### src/rtl/score_bcd_engine_if.sv
// Handshake/bus bundle for the BCD score engine: game-event inputs and score/status outputs.
interface score_bcd_engine_if #(
  parameter int unsigned DIGITS    = 4,
  parameter int unsigned N_ENM     = 4,
  parameter int unsigned ENM_HP_W  = 7,
  parameter int unsigned BOSS_HP_W = 10
);
  logic                        shot_reimu;
  logic                        shot_enm;
  logic                        shot_boss;
  logic [N_ENM*ENM_HP_W-1:0]   enmhp;
  logic [BOSS_HP_W-1:0]        bosshp;
  logic [4*DIGITS-1:0]         score;
  logic [4*DIGITS-1:0]         hiscore;
  logic                        busy;
  logic                        ovf;
  logic                        lost;

  modport master (
    output shot_reimu, shot_enm, shot_boss, enmhp, bosshp,
    input  score, hiscore, busy, ovf, lost
  );

  modport slave (
    input  shot_reimu, shot_enm, shot_boss, enmhp, bosshp,
    output score, hiscore, busy, ovf, lost
  );
endinterface

### src/rtl/score_bcd_engine.sv
// BCD score accumulator: per-class saturating event queues drained by a digit-serial
// carry-ripple adder, with high-score tracking, saturation at all 9s and clear on player hit.
module score_bcd_engine #(
  parameter int unsigned DIGITS     = 4,
  parameter int unsigned N_ENM      = 4,
  parameter int unsigned ENM_HP_W   = 7,
  parameter int unsigned BOSS_HP_W  = 10,
  parameter int unsigned PEND_W     = 4,
  parameter int unsigned KILL_DIGIT = 2,
  parameter int unsigned BOSS_DIGIT = 3
) (
  input  logic              clk22,
  input  logic              rst,
  score_bcd_engine_if.slave bus_if
);
  localparam int unsigned SCORE_W = 4 * DIGITS;
  localparam int unsigned IDX_W   = $clog2(DIGITS);
  localparam int unsigned SEL_W   = $clog2(SCORE_W);
  localparam int unsigned KCNT_W  = $clog2(N_ENM + 1);
  localparam int unsigned SUM_W   = PEND_W + KCNT_W + 1;
  localparam int unsigned N_CLS   = 4;
  localparam logic [PEND_W-1:0] PEND_MAX = '1;

  // Class slots in the pending array; higher index wins arbitration.
  localparam int unsigned C_HIT_E  = 0;
  localparam int unsigned C_HIT_B  = 1;
  localparam int unsigned C_KILL_E = 2;
  localparam int unsigned C_KILL_B = 3;

  typedef enum logic [1:0] {S_IDLE, S_ADD, S_CLEAR} state_e;

  state_e                        state_q, state_d;
  logic [SCORE_W-1:0]            score_q, score_d;
  logic [SCORE_W-1:0]            hiscore_q, hiscore_d;
  logic [N_CLS-1:0][PEND_W-1:0]  pend_q, pend_d;
  logic [IDX_W-1:0]              idx_q, idx_d;
  logic [1:0]                    addend_q, addend_d;
  logic                          carry_q, carry_d;
  logic                          clear_req_q, clear_req_d;
  logic                          ovf_q, ovf_d;
  logic                          lost_q, lost_d;
  logic                          busy_q, busy_d;
  logic [N_ENM-1:0]              enm_dead_q, enm_dead_d;
  logic                          boss_dead_q, boss_dead_d;

  logic [N_CLS-1:0][KCNT_W-1:0]  inc;
  logic [KCNT_W-1:0]             kill_e_cnt;
  logic [N_CLS-1:0]              deq;
  logic                          flush;
  logic [SEL_W-1:0]              sel;
  logic [3:0]                    digit;
  logic [4:0]                    dsum;
  logic [SUM_W-1:0]              psum;

  // Event sampling: hits are level-per-cycle, kills are HP reaching 0 while not yet dead.
  always_comb begin
    kill_e_cnt = '0;
    enm_dead_d = '0;
    for (int i = 0; i < N_ENM; i++) begin
      enm_dead_d[i] = (bus_if.enmhp[i*ENM_HP_W +: ENM_HP_W] == '0);
      if (enm_dead_d[i] && !enm_dead_q[i]) kill_e_cnt = kill_e_cnt + KCNT_W'(1);
    end
    boss_dead_d     = (bus_if.bosshp == '0);
    inc[C_HIT_E]    = KCNT_W'(bus_if.shot_enm);
    inc[C_HIT_B]    = KCNT_W'(bus_if.shot_boss);
    inc[C_KILL_E]   = kill_e_cnt;
    inc[C_KILL_B]   = KCNT_W'(boss_dead_d && !boss_dead_q);
  end

  // FSM next-state, digit-serial BCD add and pending-queue update.
  always_comb begin
    state_d     = state_q;
    score_d     = score_q;
    idx_d       = idx_q;
    addend_d    = addend_q;
    carry_d     = carry_q;
    ovf_d       = ovf_q;
    lost_d      = lost_q;
    clear_req_d = clear_req_q | bus_if.shot_reimu;
    pend_d      = pend_q;
    deq         = '0;
    flush       = 1'b0;
    psum        = '0;
    sel         = SEL_W'({idx_q, 2'b00});
    digit       = score_q[sel +: 4];
    dsum        = 5'(digit) + 5'(addend_q) + 5'(carry_q);

    case (state_q)
      S_IDLE: begin
        if (clear_req_q) begin
          state_d = S_CLEAR;
        end else if (pend_q[C_KILL_B] != '0) begin
          deq[C_KILL_B] = 1'b1;
          idx_d         = IDX_W'(BOSS_DIGIT);
          addend_d      = 2'd1;
          carry_d       = 1'b0;
          state_d       = S_ADD;
        end else if (pend_q[C_KILL_E] != '0) begin
          deq[C_KILL_E] = 1'b1;
          idx_d         = IDX_W'(KILL_DIGIT);
          addend_d      = 2'd1;
          carry_d       = 1'b0;
          state_d       = S_ADD;
        end else if (pend_q[C_HIT_B] != '0) begin
          deq[C_HIT_B]  = 1'b1;
          idx_d         = '0;
          addend_d      = 2'd2;
          carry_d       = 1'b0;
          state_d       = S_ADD;
        end else if (pend_q[C_HIT_E] != '0) begin
          deq[C_HIT_E]  = 1'b1;
          idx_d         = '0;
          addend_d      = 2'd1;
          carry_d       = 1'b0;
          state_d       = S_ADD;
        end
      end
      S_ADD: begin
        if (ovf_q) begin
          // Already pinned at all 9s: the event is consumed without touching the score.
          carry_d = 1'b0;
          state_d = S_IDLE;
        end else if (dsum > 5'd9) begin
          if (idx_q == IDX_W'(DIGITS - 1)) begin
            score_d = {DIGITS{4'h9}};
            ovf_d   = 1'b1;
            carry_d = 1'b0;
            state_d = S_IDLE;
          end else begin
            score_d[sel +: 4] = 4'(dsum - 5'd10);
            carry_d           = 1'b1;
            addend_d          = 2'd0;
            idx_d             = idx_q + IDX_W'(1);
          end
        end else begin
          score_d[sel +: 4] = dsum[3:0];
          carry_d           = 1'b0;
          state_d           = S_IDLE;
        end
      end
      S_CLEAR: begin
        score_d     = '0;
        ovf_d       = 1'b0;
        lost_d      = 1'b0;
        clear_req_d = 1'b0;
        flush       = 1'b1;
        state_d     = S_IDLE;
      end
      default: state_d = S_IDLE;
    endcase

    for (int c = 0; c < N_CLS; c++) begin
      psum = SUM_W'(pend_q[c]) + SUM_W'(inc[c]) - SUM_W'(deq[c]);
      if (flush) begin
        pend_d[c] = '0;
      end else if (psum > SUM_W'(PEND_MAX)) begin
        pend_d[c] = PEND_MAX;
        lost_d    = 1'b1;
      end else begin
        pend_d[c] = psum[PEND_W-1:0];
      end
    end

    hiscore_d = (score_q > hiscore_q) ? score_q : hiscore_q;
    busy_d    = (state_d != S_IDLE) || (pend_d != '0) || clear_req_d;
  end

  always_ff @(posedge clk22 or posedge rst) begin
    if (rst) begin
      state_q     <= S_IDLE;
      score_q     <= '0;
      hiscore_q   <= '0;
      pend_q      <= '0;
      idx_q       <= '0;
      addend_q    <= '0;
      carry_q     <= 1'b0;
      clear_req_q <= 1'b0;
      ovf_q       <= 1'b0;
      lost_q      <= 1'b0;
      busy_q      <= 1'b0;
      enm_dead_q  <= '1;
      boss_dead_q <= 1'b1;
    end else begin
      state_q     <= state_d;
      score_q     <= score_d;
      hiscore_q   <= hiscore_d;
      pend_q      <= pend_d;
      idx_q       <= idx_d;
      addend_q    <= addend_d;
      carry_q     <= carry_d;
      clear_req_q <= clear_req_d;
      ovf_q       <= ovf_d;
      lost_q      <= lost_d;
      busy_q      <= busy_d;
      enm_dead_q  <= enm_dead_d;
      boss_dead_q <= boss_dead_d;
    end
  end

  assign bus_if.score   = score_q;
  assign bus_if.hiscore = hiscore_q;
  assign bus_if.busy    = busy_q;
  assign bus_if.ovf     = ovf_q;
  assign bus_if.lost    = lost_q;
endmodule

### src/flat_wrapper.sv
// flat-port wrapper written by rule: the top's interface ports become plain ports
module score_bcd_engine_flat 
#(
  parameter int unsigned DIGITS     = 4,
  parameter int unsigned N_ENM      = 4,
  parameter int unsigned ENM_HP_W   = 7,
  parameter int unsigned BOSS_HP_W  = 10,
  parameter int unsigned PEND_W     = 4,
  parameter int unsigned KILL_DIGIT = 2,
  parameter int unsigned BOSS_DIGIT = 3
)
  (clk22, rst, bus_if_shot_reimu, bus_if_shot_enm, bus_if_shot_boss, bus_if_enmhp, bus_if_bosshp, bus_if_score, bus_if_hiscore, bus_if_busy, bus_if_ovf, bus_if_lost);
  score_bcd_engine_if #(.DIGITS(DIGITS), .N_ENM(N_ENM), .ENM_HP_W(ENM_HP_W), .BOSS_HP_W(BOSS_HP_W)) bus_if_i ();
  input  logic clk22;
  input  logic rst;
  input wire logic [$bits(bus_if_i.shot_reimu)-1:0] bus_if_shot_reimu;
  input wire logic [$bits(bus_if_i.shot_enm)-1:0] bus_if_shot_enm;
  input wire logic [$bits(bus_if_i.shot_boss)-1:0] bus_if_shot_boss;
  input wire logic [$bits(bus_if_i.enmhp)-1:0] bus_if_enmhp;
  input wire logic [$bits(bus_if_i.bosshp)-1:0] bus_if_bosshp;
  output wire logic [$bits(bus_if_i.score)-1:0] bus_if_score;
  output wire logic [$bits(bus_if_i.hiscore)-1:0] bus_if_hiscore;
  output wire logic [$bits(bus_if_i.busy)-1:0] bus_if_busy;
  output wire logic [$bits(bus_if_i.ovf)-1:0] bus_if_ovf;
  output wire logic [$bits(bus_if_i.lost)-1:0] bus_if_lost;
  assign bus_if_i.shot_reimu = bus_if_shot_reimu;
  assign bus_if_i.shot_enm = bus_if_shot_enm;
  assign bus_if_i.shot_boss = bus_if_shot_boss;
  assign bus_if_i.enmhp = bus_if_enmhp;
  assign bus_if_i.bosshp = bus_if_bosshp;
  assign bus_if_score = bus_if_i.score;
  assign bus_if_hiscore = bus_if_i.hiscore;
  assign bus_if_busy = bus_if_i.busy;
  assign bus_if_ovf = bus_if_i.ovf;
  assign bus_if_lost = bus_if_i.lost;
  score_bcd_engine #(.DIGITS(DIGITS), .N_ENM(N_ENM), .ENM_HP_W(ENM_HP_W), .BOSS_HP_W(BOSS_HP_W), .PEND_W(PEND_W), .KILL_DIGIT(KILL_DIGIT), .BOSS_DIGIT(BOSS_DIGIT)) u_core (.clk22(clk22), .rst(rst), .bus_if(bus_if_i));
endmodule
### config.mk
export PLATFORM = sky130hd
export DESIGN_NAME = score_bcd_engine_flat
export DESIGN_NICKNAME = d
export VERILOG_FILES = /design/src/rtl/score_bcd_engine_if.sv /design/src/rtl/score_bcd_engine.sv /design/src/flat_wrapper.sv
export SDC_FILE = /design/constraint.sdc
export NUM_CORES = 1
export LEC_CHECK = 0
export ABC_AREA = 1
export BUFFER_PORTS_ARGS = -buffer_cell sky130_fd_sc_hd__clkbuf_2
export CORE_MARGIN = 4
export CORE_UTILIZATION = 58
export CTS_BUF_LIST = sky130_fd_sc_hd__clkbuf_16
export DETAILED_ROUTE_END_ITERATION = 8
export GPL_ROUTABILITY_DRIVEN = 0
export PLACE_DENSITY = 0.91
export SYNTH_ARGS = -nofsm -noshare
export SYNTH_HDL_FRONTEND = slang
export SYNTH_SLANG_ARGS = --single-unit
### constraint.sdc
create_clock -name clk22 -period 3.71 [get_ports clk22]
set_clock_uncertainty 0.1 [all_clocks]
set_input_delay 0.5565 -clock clk22 [delete_from_list [all_inputs] [get_ports clk22]]
set_output_delay 0.5565 -clock clk22 [all_outputs]
set_load 0.02 [all_outputs]
; ---- After elaboration in Yosys (flattened, before gate mapping)
; Index checks and enable logic that the tools add are counted.
[totals]
regBits = 64
latch_bits = 0
mem_bits_rw = 0
rom_bits = 0
out_inout_bits = 35
elab_cells = 158
n_memories = 0
[op_classes]
addsub = 16
mul = 0
div = 0
order_cmp = 6
eq_ne = 8
n_shift = 4
n_mux = 78
n_bitwise = 1
reduce_logical = 29
[ops]
columns = cell, n
row1 = $mux W2, 25
row2 = $mux W16, 3
row3 = $mux W4, 10
row4 = $bwmux W16, 2
row5 = $gt A8 B4 Y1 const B, 4
row6 = $pmux W16 S2, 1
row7 = $shiftx A4 B6 Y16, 2
row8 = $sub A8 B1 Y8, 4
row9 = $logic_not A7 Y1, 4
row10 = $mux W1, 28
row11 = $gt A16 B16 Y1, 1
row12 = $reduce_bool A16 Y1, 1
row13 = $reduce_bool A4 Y1, 4
row14 = $shift A4 B6 Y16 const A, 1
row15 = $shiftx A16 B5 Y4, 1
row16 = $add A4 B1 Y5, 3
row17 = $mux W3, 4
row18 = $pmux W2 S2, 3
row19 = $logic_not A10 Y1, 1
row20 = $add A3 B1 Y3 const B, 2
row21 = $ne A2 B2 Y1 const B, 3
row22 = $neg A4 Y6, 1
row23 = $reduce_and A6 Y1, 1
row24 = $reduce_bool A2 Y1, 3
row25 = 19 further kinds, 30

; ---- Depth between registers and ports, before layout
; Gate-level depths: netlist of run 1.
[logic_depth]
ltp_word = 17
mapped_depth = 28

; ---- Worst setup path before layout of run 1
; OpenSTA, ideal clock, no wires.
[synth_timing]
path_kind = input -> register
start = input bus_if_enmhp[1]
end = register u_core.busy_q, in the netlist u_core.bus_if.busy
t_arrival_ps = 3623
slack_ps = -131
path_stages = 25
path_buffers = 0
cell_sequence = nor4_1 -> inv_1 -> nor3_1 -> ha_1 -> inv_1 -> nand2_1 -> nand2_1 -> inv_1 -> ha_1 -> inv_1 -> o21ai_0 -> inv_1 -> fa_1 -> ha_1 -> inv_1 -> nor2_1 -> nand2_1 -> nand2_1 -> nand3_1 -> nand2_1 -> nand2_1 -> nor2_1 -> nand3_1 -> nor2_1 -> nand2_1
[synth_via]
elab_chain_cells = 17
[synth_lines]
columns = element, line
row1 = from (decl), flat_wrapper.sv:19  ; input wire logic [$bits(bus_if_i.enmhp)-1:0] bus_if_enmhp;
row2 = $logic_not A7 Y1 *, score_bcd_engine.sv:60  ; enm_dead_d[i] = (bus_if.enmhp[i*ENM_HP_W +: ENM_HP_W] == '0);
row3 = $logic_and A1 B1 Y1 *, score_bcd_engine.sv:61  ; if (enm_dead_d[i] && !enm_dead_q[i]) kill_e_cnt = kill_e_cnt + KCNT_W'(1);
row4 = $mux W1 *, score_bcd_engine.sv:61
row5 = $add A1 B1 Y2, score_bcd_engine.sv:61
row6 = $mux W3 *, score_bcd_engine.sv:61
row7 = $add A3 B1 Y3, score_bcd_engine.sv:61
row8 = $mux W3 *, score_bcd_engine.sv:61
row9 = $add A3 B1 Y3, score_bcd_engine.sv:61
row10 = $mux W3 *, score_bcd_engine.sv:61
row11 = $add A4 B3 Y5 *, score_bcd_engine.sv:153  ; psum = SUM_W'(pend_q[c]) + SUM_W'(inc[c]) - SUM_W'(deq[c]);
row12 = $sub A8 B1 Y8 *, score_bcd_engine.sv:153
row13 = $gt A8 B4 Y1, score_bcd_engine.sv:156  ; end else if (psum > SUM_W'(PEND_MAX)) begin
row14 = $mux W4 *, score_bcd_engine.sv:156
row15 = $mux W4 *, score_bcd_engine.sv:154  ; if (flush) begin
row16 = $reduce_bool A16 Y1 *, score_bcd_engine.sv:165  ; busy_d = (state_d != S_IDLE) || (pend_d != '0) || clear_req_d;
row17 = $logic_or A1 B1 Y1 * (2 in series), score_bcd_engine.sv:165
row18 = named net u_core.busy_d, score_bcd_engine.sv:42  ; logic busy_q, busy_d;
row19 = to (signal assigned), score_bcd_engine.sv:194  ; busy_q <= busy_d;
row20 = to (decl), score_bcd_engine.sv:42
; The timed path passes the listed nets; every way through them passes the cells marked *.
; A chain may end at the register's enable or synchronous reset.

; ---- Final worst setup path of run 1
[layout_timing]
start = input bus_if_enmhp[13]
end = register u_core.busy_q, in the netlist u_core.bus_if.busy
[layout_via]
elab_chain_cells = 15
[layout_lines]
columns = element, line
row1 = $logic_not A7 Y1 *, score_bcd_engine.sv:60
row2 = $logic_and A1 B1 Y1 *, score_bcd_engine.sv:61
row3 = $mux W3 *, score_bcd_engine.sv:61
row4 = $add A3 B1 Y3, score_bcd_engine.sv:61
row5 = $mux W3 *, score_bcd_engine.sv:61
row6 = $add A3 B1 Y3, score_bcd_engine.sv:61
row7 = $mux W3 *, score_bcd_engine.sv:61
row8 = $add A4 B3 Y5 *, score_bcd_engine.sv:153
row9 = $sub A8 B1 Y8 *, score_bcd_engine.sv:153
row10 = $gt A8 B4 Y1, score_bcd_engine.sv:156
row11 = $mux W4 *, score_bcd_engine.sv:156
row12 = $mux W4 *, score_bcd_engine.sv:154
row13 = $reduce_bool A16 Y1 *, score_bcd_engine.sv:165
row14 = $logic_or A1 B1 Y1 * (2 in series), score_bcd_engine.sv:165
row15 = named net u_core.busy_d, score_bcd_engine.sv:42
; Marked as above.

==> results of run 1 <==
## flip-flops by register name, indices dropped and copies added, names as in the netlist
signal                 flops
u_core.carry_q             1
u_core.bus_if.hiscore     16
u_core.idx_q               2
u_core.clear_req_q         1
u_core.bus_if.score       16
u_core.enm_dead_q          4
u_core.bus_if.lost         1
u_core.bus_if.ovf          1
u_core.bus_if.busy         1
u_core.boss_dead_q         1
u_core.pend_q             16
u_core.addend_q            2
u_core.state_q             2
## repair_timing
| item | in CTS | in global routing |
|---|---|---|
| gates resized for setup | 15 | 22 |
| endpoints found under the setup margin | 2 | 6 |
| pin swaps | 17 | 16 |
| buffers inserted | 5 | 2 |
## stage by stage
step	instance area, µm²	setup WS [ns]	power (W)	hold slack (ns)
global route	5890	-0.540	0.00613	0.353
floorplan	4870	0.000832	0.00374	0.370
finish	5890	-0.364	0.00563	0.342
detailed placement	5420	-0.622	0.00456	0.387
global placement	5420	-0.250	0.00437	0.378
CTS	5800	-0.167	0.00549	0.337
## placed cells by master (no fill, tap or decap), drive strengths merged, types with 2 or more instances in the layout
cell / netlist / layout
o21ai: 39 / 39
o22ai: 5 / 5
inv: 123 / 124
buf: 7 / 21
xor2: 6 / 6
dfrtp: 59 / 59
nand4: 14 / 14
nand2: 207 / 207
a21boi: 2 / 2
fa: 3 / 3
dfstp: 5 / 5
ha: 47 / 47
nand3b: 2 / 2
nand3: 62 / 62
nor4: 7 / 7
o21bai: 2 / 2
clkinv: 0 / 5
nor3: 11 / 11
clkbuf: 4 / 85
nor2: 60 / 60
o211ai: 2 / 2
a21oi: 19 / 19
## power by group
group          switching, W  internal, W  leakage, nW
clock network      0.000334     0.000521        0.150
registers          0.000211     0.000920        0.835
logic               0.00254      0.00111         2.24
## logic make-up after synthesis
kind of cell | after synthesis | synth area share [%]
adder cells (fa/ha/maj) | 50 | 13.3
flip-flops | 64 | 33.1
XOR/XNOR | 7 | 1.26
buffers and inverters | 134 | 10.9
AO/OA/AOI/OAI | 75 | 8.55
AND/OR/NAND/NOR | 365 | 32.8
## worst paths after layout
kind | slack, ns | from | endpoint
worst max-delay path | -0.36 | bus_if_enmhp[13] | u_core.bus_if.busy
worst min-delay path | 0.34 | bus_if_bosshp[8] | u_core.boss_dead_q
max in group asynchronous | 2.31 | rst | u_core.bus_if.score[4]
worst min register to register | 0.40 | u_core.bus_if.hiscore[3] | u_core.bus_if.hiscore[3]
min in group asynchronous | 0.38 | rst | u_core.pend_q[10]
worst max register to register | -0.09 | u_core.enm_dead_q[0] | u_core.bus_if.busy
## worst max-delay path, delay by kind of cell
| kind | cells | cell delay (ns) |
|---|---|---|
| simple gates | 14 | 1.67 |
| compound gates | 1 | 0.15 |
| buf+inv | 8 | 0.57 |
| fa+ha+maj | 4 | 1.23 |
## area by class of cell
class / count / area (µm²) / area share (%)
Clock buffer: 9 / 225 / 3.82
Sequential cell: 64 / 1610 / 27.3
Clock inverter: 7 / 71.3 / 1.21
Tap cell: 105 / 131 / 2.23
Timing Repair Buffer: 97 / 542 / 9.19
Multi-Input combinational cell: 497 / 2850 / 48.4
Inverter: 123 / 464 / 7.88
## metal layers
| metal | GRT usage (%) | share of wire [%] | vias up |
|---|---|---|---|
| met1 | 30.1 | 35 | 2438 |
| met5 | 0 | 0 | - |
| met2 | 50.8 | 53 | 280 |
| met3 | 4.63 | 6.7 | 86 |
| met4 | 14.5 | 5.2 | 0 |
| li1 | - | - | 2408 |
==> metrics, run 1 <==
GRT overflow=0; syn avg cell area=6.99 µm²; Worst Path Required=approximately 3.8 ns; number of top-level pins=around 80; HP Class=in2reg; routed vias=5212; Reg2Reg Depth=24; CP Launch Type=primary input; share of cells above drive strength 1=a little over a fifth; drt total wl=13.8 mm; Max Freq=between 0.2 and 0.25 GHz; Worst Path Max Fanout=5; top_reg_cell synth=dfrtp_1; worst slew pin tran=1.10 ns; Tot GR Track Use=27.6%; post-layout util=72.1%; Post-synth top cells=nand2_1, inv_1, nor2_1; Post-synth EDFFs=0; setup TNS=-0.743 ns; Unique masters post-synth=40; DRT iter0 DRCs=approximately 420; # hold bufs at CTS=0; largest area contributor in the netlist=dfrtp_1; Die X=approximately 100 µm; CTS Sinks=64; final setup fails=3; Final Instance Count excl. Fillers=902; most common cell in the netlist=nand2_1; Worst-Skew Late Latency=0.34 ns; largest net degree at the start of global routing=between 50 and 60; Syn. warnings=0; CP max-delay cell=fa_1; synthesized instance count=just under 700; FFs w/ async S/R, synth=100%; WL/cell=15.3 µm; vias in the first global route=5202; Yosys top cell area share=a little under a third; fin. max-slew vios=0; P_leak=3.23 nW; number of CTS-inserted buffers=9; Cells after DPL=879; Initial Util=59.5%; Post-layout nets=885; Die ar.=9910 µm²; fin crit share=110%; first-pass GRT wire length=22.4 mm; failing checks=setup timing; critical path class=in2reg; port bufs=77; post-DP HPWL=9.77 mm; Synth Cell Area=4860 µm²; vias per cell=5.78; remaining antenna violation count=0; status=complete, but fails checks; Syn Nets=788; CP peak stage delay=0.56 ns; Pwr per Cell Area=956 nW/µm²; Core Box Area=8180 µm²; top cells by area, synth=dfrtp_1, nand2_1, ha_1; CTS tree=built; clock-pin slew on the worst setup and hold paths=around 0.06 ns; sequential fraction of the synthesis area=33.1%; fin worst setup slack=-0.364 ns; Filler Cells Inserted=580; initial antenna violation count=0; RSZ-0062 raised after global routing=yes; die height=approximately 100 µm; Worst Path Arrival=around 4.2 ns; Max-Cap Viols=0; Critical Path End Type=flop; minimum clock period=around 4 ns; Longest Clk Path Bufs=2; VDD IR max=around 520 µV; drt first pass iters=7; # diodes=0; CTS H-tree lvls=3; Remaining DRCs=0; Seq cells post-synth=64; num rows=33; Area Growth Syn to Fin=21.2%; hold path cells=3; Root Driver=clkbuf_16; Rel. slew slack=a little over a quarter; Hold Violations, Final=0
(Power assumes the default switching activity.)
==> inputs of run 2 (changes only) <==
SETUP_SLACK_MARGIN = 0.05   (was default)
==> metrics, run 2 (synthesis gave the netlist of run 1 again) <==
status=complete, but fails checks (unchanged); failing checks=setup timing (unchanged); CTS tree=built (unchanged); final hold slack=0.138 ns (was 0.342 ns); Initial Util=59.5% (unchanged); VDD IR max=433 µV (was 518 µV); commonest non-fill, non-tap cell in the layout=nand2_1 (unchanged); worst slew pin tran=0.799 ns (was 1.10 ns); Area Growth Syn to Fin=19.6% (was 21.2%); drt first pass iters=6 (was 7); fin worst setup slack=-0.201 ns (was -0.364 ns); post-layout util=71.1% (was 72.1%); Core Box Area=8180 µm² (unchanged); Root Driver=clkbuf_16 (unchanged); most frequent CP cell=inv_2; P_leak=3.18 nW (was 3.23 nW); remaining antenna violation count=0 (unchanged); commonest cells after routing, fill and taps aside=nand2_1, inv_1, clkbuf_2 (unchanged); num rows=33 (unchanged); minimum clock period=3.91 ns (was 4.07 ns); drt total wl=13.3 mm (was 13.8 mm); Cells after DPL=877 (was 879); number of top-level pins=78 (unchanged); vias in the first global route=4975 (was 5202); Worst-Skew Late Latency=0.33 ns (was 0.34 ns); fin crit share=105% (was 110%); largest net degree at the start of global routing=42 (was 52); number of CTS-inserted buffers=9 (unchanged); Longest Clk Path Bufs=2 (unchanged); setup TNS=-0.305 ns (was -0.743 ns); Pwr per Cell Area=951 nW/µm² (was 956 nW/µm²); clock-pin slew on the worst setup and hold paths=0.06 ns (about the same); GRT overflow=0 (unchanged); post-DP HPWL=9.64 mm (was 9.77 mm); routed vias=5049 (was 5212); Post-layout nets=879 (was 885); DRT iter0 DRCs=411 (was 415); Max Freq=0.256 GHz (was 0.245 GHz); Worst Path Required=3.84 ns (was 3.82 ns); Worst Path Max Fanout=5 (unchanged); WL/cell=14.9 µm (was 15.3 µm); Critical Path End Type=flop (unchanged); CP Launch Type=primary input (unchanged); CP peak stage delay=0.54 ns (was 0.56 ns); Final Instance Count excl. Fillers=896 (was 902); total power=0.00553 W (was 0.00563 W); # diodes=0 (unchanged); final setup fails=2 (was 3); sequential cell area=1610 µm² (unchanged); Rel. slew slack=46.7% (was 26.7%); critical path class=in2reg (unchanged); fin. max-slew vios=0 (unchanged); Remaining DRCs=0 (unchanged); CTS Sinks=64 (unchanged); Worst Path Arrival=4.04 ns (was 4.19 ns); share of cells above drive strength 1=19.7% (was 21.3%); Die ar.=9910 µm² (unchanged); HP Class=in2async (was in2reg); first-pass GRT wire length=22.2 mm (was 22.4 mm); die height=99.5 µm (unchanged); Hold Violations, Final=0 (unchanged); vias per cell=5.64 (was 5.78); RSZ-0062 raised after global routing=yes (unchanged); Die X=99.5 µm (unchanged); port bufs=77 (unchanged); CTS H-tree lvls=3 (unchanged); Reg2Reg Depth=24 (unchanged); Filler Cells Inserted=624 (was 580); CP max-delay cell=fa_1 (unchanged); initial antenna violation count=0 (unchanged); Tot GR Track Use=27.3% (was 27.6%); Max-Cap Viols=0 (unchanged); area occupied by multi-input gates=2830 µm² (was 2850 µm²)
-- run 2: layout make-up --
class / count / share of cell area (%)
Clock buffer: 9 / 3.87
Clock inverter: 7 / 1.08
Inverter: 123 / 7.99
Multi-Input combinational cell: 497 / 48.6
Sequential cell: 64 / 27.7
Tap cell: 105 / 2.26
Timing Repair Buffer: 91 / 8.54
-- run 2: timing repair --
action | in CTS | in global routing
pin swaps | 1 | 15
cloned | 0 | 0
endpoints found under the setup margin | 2 | 3
buffers inserted | 0 | 3
hold buffers | 0 | 0
gates resized for setup | 4 | 22
-- run 2: per-layer routing --
layer	track usage (%)	vias to the layer above	part of all wire (%)
met5	0	-	0
met4	11.9	0	4.3
met3	5.12	74	6.7
met2	49.6	237	52
met1	31.0	2324	37
li1	-	2414	-
-- run 2: where the power goes --
group	switching (W)	internal, W	total, W
Sequential	0.000199	0.000919	0.00112
Combinational	0.00249	0.00108	0.00358
Clock	0.000322	0.000513	0.000834
-- run 2: per-stage QoR --
step / area [µm²] / setup WS [ns]
final: 5810 / -0.201
after global routing: 5810 / -0.478
after CTS: 5720 / -0.0446
after detailed placement: 5420 / -0.453
after global placement: 5420 / -0.193
after floorplan: 4890 / 0.0415
-- run 2: worst max-delay path, delay by kind of cell --
kind	cells	cell delay [ns]
AND/OR/NAND/NOR	14	1.55
adder cells (fa/ha/maj)	4	1.30
buffers and inverters	7	0.49
AO/OA/AOI/OAI	1	0.15
-- run 2: path summary, 6_finish.rpt --
kind / to / slack [ns] / from
setup / recovery: u_core.bus_if.busy / -0.20 / bus_if_enmhp[13]
hold / removal: u_core.pend_q[8] / 0.14 / rst
setup reg to reg: u_core.bus_if.busy / 0.02 / u_core.enm_dead_q[0]
hold reg to reg: u_core.addend_q[1] / 0.40 / u_core.addend_q[1]
max in group asynchronous: u_core.enm_dead_q[2] / 2.45 / rst
min in group clk22: u_core.boss_dead_q / 0.34 / bus_if_bosshp[0]
==> inputs of run 3 (changes only) <==
==> constraint.sdc (replaced) <==
create_clock -name clk22 -period 3.71 [get_ports clk22]
set_clock_uncertainty 0.1 [all_clocks]
set_input_delay 0.371 -clock clk22 [delete_from_list [all_inputs] [get_ports clk22]]
set_output_delay 0.371 -clock clk22 [all_outputs]
set_load 0.02 [all_outputs]
==> metrics, run 3 (synthesis gave the netlist of run 1 again) <==
number of top-level pins=78 (unchanged); Max-Cap Viols=0 (unchanged); routed vias=5085 (was 5049); port bufs=77 (unchanged); fin crit share=103% (was 105%); drt total wl=13.7 mm (was 13.3 mm); CTS H-tree lvls=3 (unchanged); sequential power share=20.5% (was 20.2%); commonest non-fill, non-tap cell in the layout=nand2_1 (unchanged); Post-layout nets=885 (was 879); clock-pin slew on the worst setup and hold paths=0.06 ns (about the same); die height=99.5 µm (unchanged); Max Freq=0.262 GHz (was 0.256 GHz); Worst Path Arrival=3.93 ns (was 4.04 ns); VDD IR max=462 µV (was 433 µV); CTS Sinks=64 (unchanged); drt first pass iters=6 (unchanged); Initial Util=59.5% (unchanged); P_leak=3.21 nW (was 3.18 nW); share of cells above drive strength 1=21.1% (was 19.7%); worst slew pin tran=1.15 ns (was 0.799 ns); WL/cell=15.2 µm (was 14.9 µm); CP Launch Type=primary input (unchanged); Pwr per Cell Area=939 nW/µm² (was 951 nW/µm²); commonest cells after routing, fill and taps aside=nand2_1, inv_1, clkbuf_2 (unchanged); number of CTS-inserted buffers=9 (unchanged); vias per cell=5.64 (about the same); final setup fails=1 (was 2); Rel. slew slack=23.3% (was 46.7%); internal power=0.00250 W (was 0.00251 W); sequential cell area=1610 µm² (unchanged); minimum clock period=3.81 ns (was 3.91 ns); Die ar.=9910 µm² (unchanged); vias in the first global route=5040 (was 4975); setup TNS=-0.103 ns (was -0.305 ns); final hold slack=0.0681 ns (was 0.138 ns); post-DP HPWL=9.62 mm (was 9.64 mm); area occupied by multi-input gates=2860 µm² (was 2830 µm²); Final Instance Count excl. Fillers=902 (was 896); fin worst setup slack=-0.103 ns (was -0.201 ns); failing checks=setup timing (unchanged); Comb pwr share=65.6% (was 64.7%); Sw Share=54.8% (was 54.5%); HP Class=in2reg (was in2async); Worst-Skew Late Latency=0.34 ns (was 0.33 ns); Cells after DPL=877 (unchanged); Worst Path Required=3.83 ns (was 3.84 ns); Critical Path End Type=flop (unchanged); Hold Violations, Final=0 (unchanged); Area Growth Syn to Fin=20.9% (was 19.6%); DRT iter0 DRCs=258 (was 411); Longest Clk Path Bufs=2 (unchanged); GRT overflow=0 (unchanged); Remaining DRCs=0 (unchanged); Filler Cells Inserted=621 (was 624); Die X=99.5 µm (unchanged); largest net degree at the start of global routing=55 (was 42); # diodes=0 (unchanged); clock network fraction of total power=13.9% (was 15.1%); P_sw=0.00302 W (about the same); Core Box Area=8180 µm² (unchanged); fin. max-slew vios=0 (unchanged); status=complete, but fails checks (unchanged); critical path class=in2reg (unchanged); Worst Path Max Fanout=6 (was 5); remaining antenna violation count=0 (unchanged); num rows=33 (unchanged); RSZ-0062 raised after global routing=yes (unchanged); CTS tree=built (unchanged); fin area=5880 µm² (was 5810 µm²); dpl cell area=5390 µm² (was 5420 µm²); first-pass GRT wire length=21.9 mm (was 22.2 mm); Root Driver=clkbuf_16 (unchanged); Tot GR Track Use=26.9% (was 27.3%); initial antenna violation count=0 (unchanged)
[run 3: layout make-up]
| cell class | count | share of cell area (%) |
|---|---|---|
| clock inverter | 7 | 0.681 |
| clock buffer | 9 | 3.83 |
| tap | 105 | 2.23 |
| timing repair buffer | 97 | 9.32 |
| inverter | 123 | 7.90 |
| sequential | 64 | 27.4 |
| multi-input combinational | 497 | 48.7 |
[run 3: critical path: stages]
cell and delay [ns]:
buf_6 0.09, nor4_4 0.28, inv_1 0.11, nor3_2 0.19, buf_4 0.16, inv_1 0.05, ha_1 0.18, o21ai_2 0.28
ha_4 0.20, nand3_1 0.12, xor2_1 0.22, ha_1 0.37, nand3_1 0.18, nand3_1 0.15, nand2_1 0.12, nand2_1 0.09
nand2_2 0.15, nand3_2 0.09, nand2_1 0.10, nand2_1 0.09, nor2_1 0.08, nand3_1 0.09, nor2_1 0.11, nand2_1 0.07
[run 3: through the flow]
step	worst slack [ns]	total power, W	utilization [%]
after detailed placement	-0.644	0.00457	66.0
after global routing	-0.323	0.00605	71.9
after CTS	0.0633	0.00534	69.8
final	-0.103	0.00552	71.9
after floorplan	0.0543	0.00374	-
after global placement	-0.213	0.00441	66.0
[run 3: path summary, 6_finish.rpt]
check	cells past startpoint	end	startpoint	slack [ns]
setup / recovery	24	u_core.bus_if.busy	bus_if_enmhp[8]	-0.10
hold / removal	2	u_core.enm_dead_q[2]	bus_if_enmhp[18]	0.07
setup reg to reg	21	u_core.bus_if.busy	u_core.enm_dead_q[1]	0.01
hold reg to reg	2	u_core.bus_if.hiscore[11]	u_core.bus_if.hiscore[11]	0.40
max in group asynchronous	3	u_core.bus_if.score[6]	rst	2.51
min in group asynchronous	2	u_core.pend_q[9]	rst	0.22
[run 3: power groups by stage]
stage | Combinational [W] | Sequential [W] | Clock [W]
final | 0.00362 | 0.00113 | 0.000768
after global routing | 0.00408 | 0.00117 | 0.000801
after CTS | 0.00345 | 0.00112 | 0.000770
after detailed placement | 0.00344 | 0.00113 | 0
after global placement | 0.00330 | 0.00112 | 0
after floorplan | 0.00254 | 0.00120 | 0
[run 3: per-layer routing]
layer	GRT usage [%]	wire, µm	up-vias
met3	4.98	883	65
met5	0	0	-
met2	49.1	7180	244
li1	-	-	2417
met4	13.0	672	0
met1	29.8	4960	2359
[run 3: what timing repair did]
action	in CTS	in global routing
endpoints found under the setup margin	4	7
hold buffers	0	0
pin swaps	6	18
setup buffers	2	7
gates resized for setup	9	35
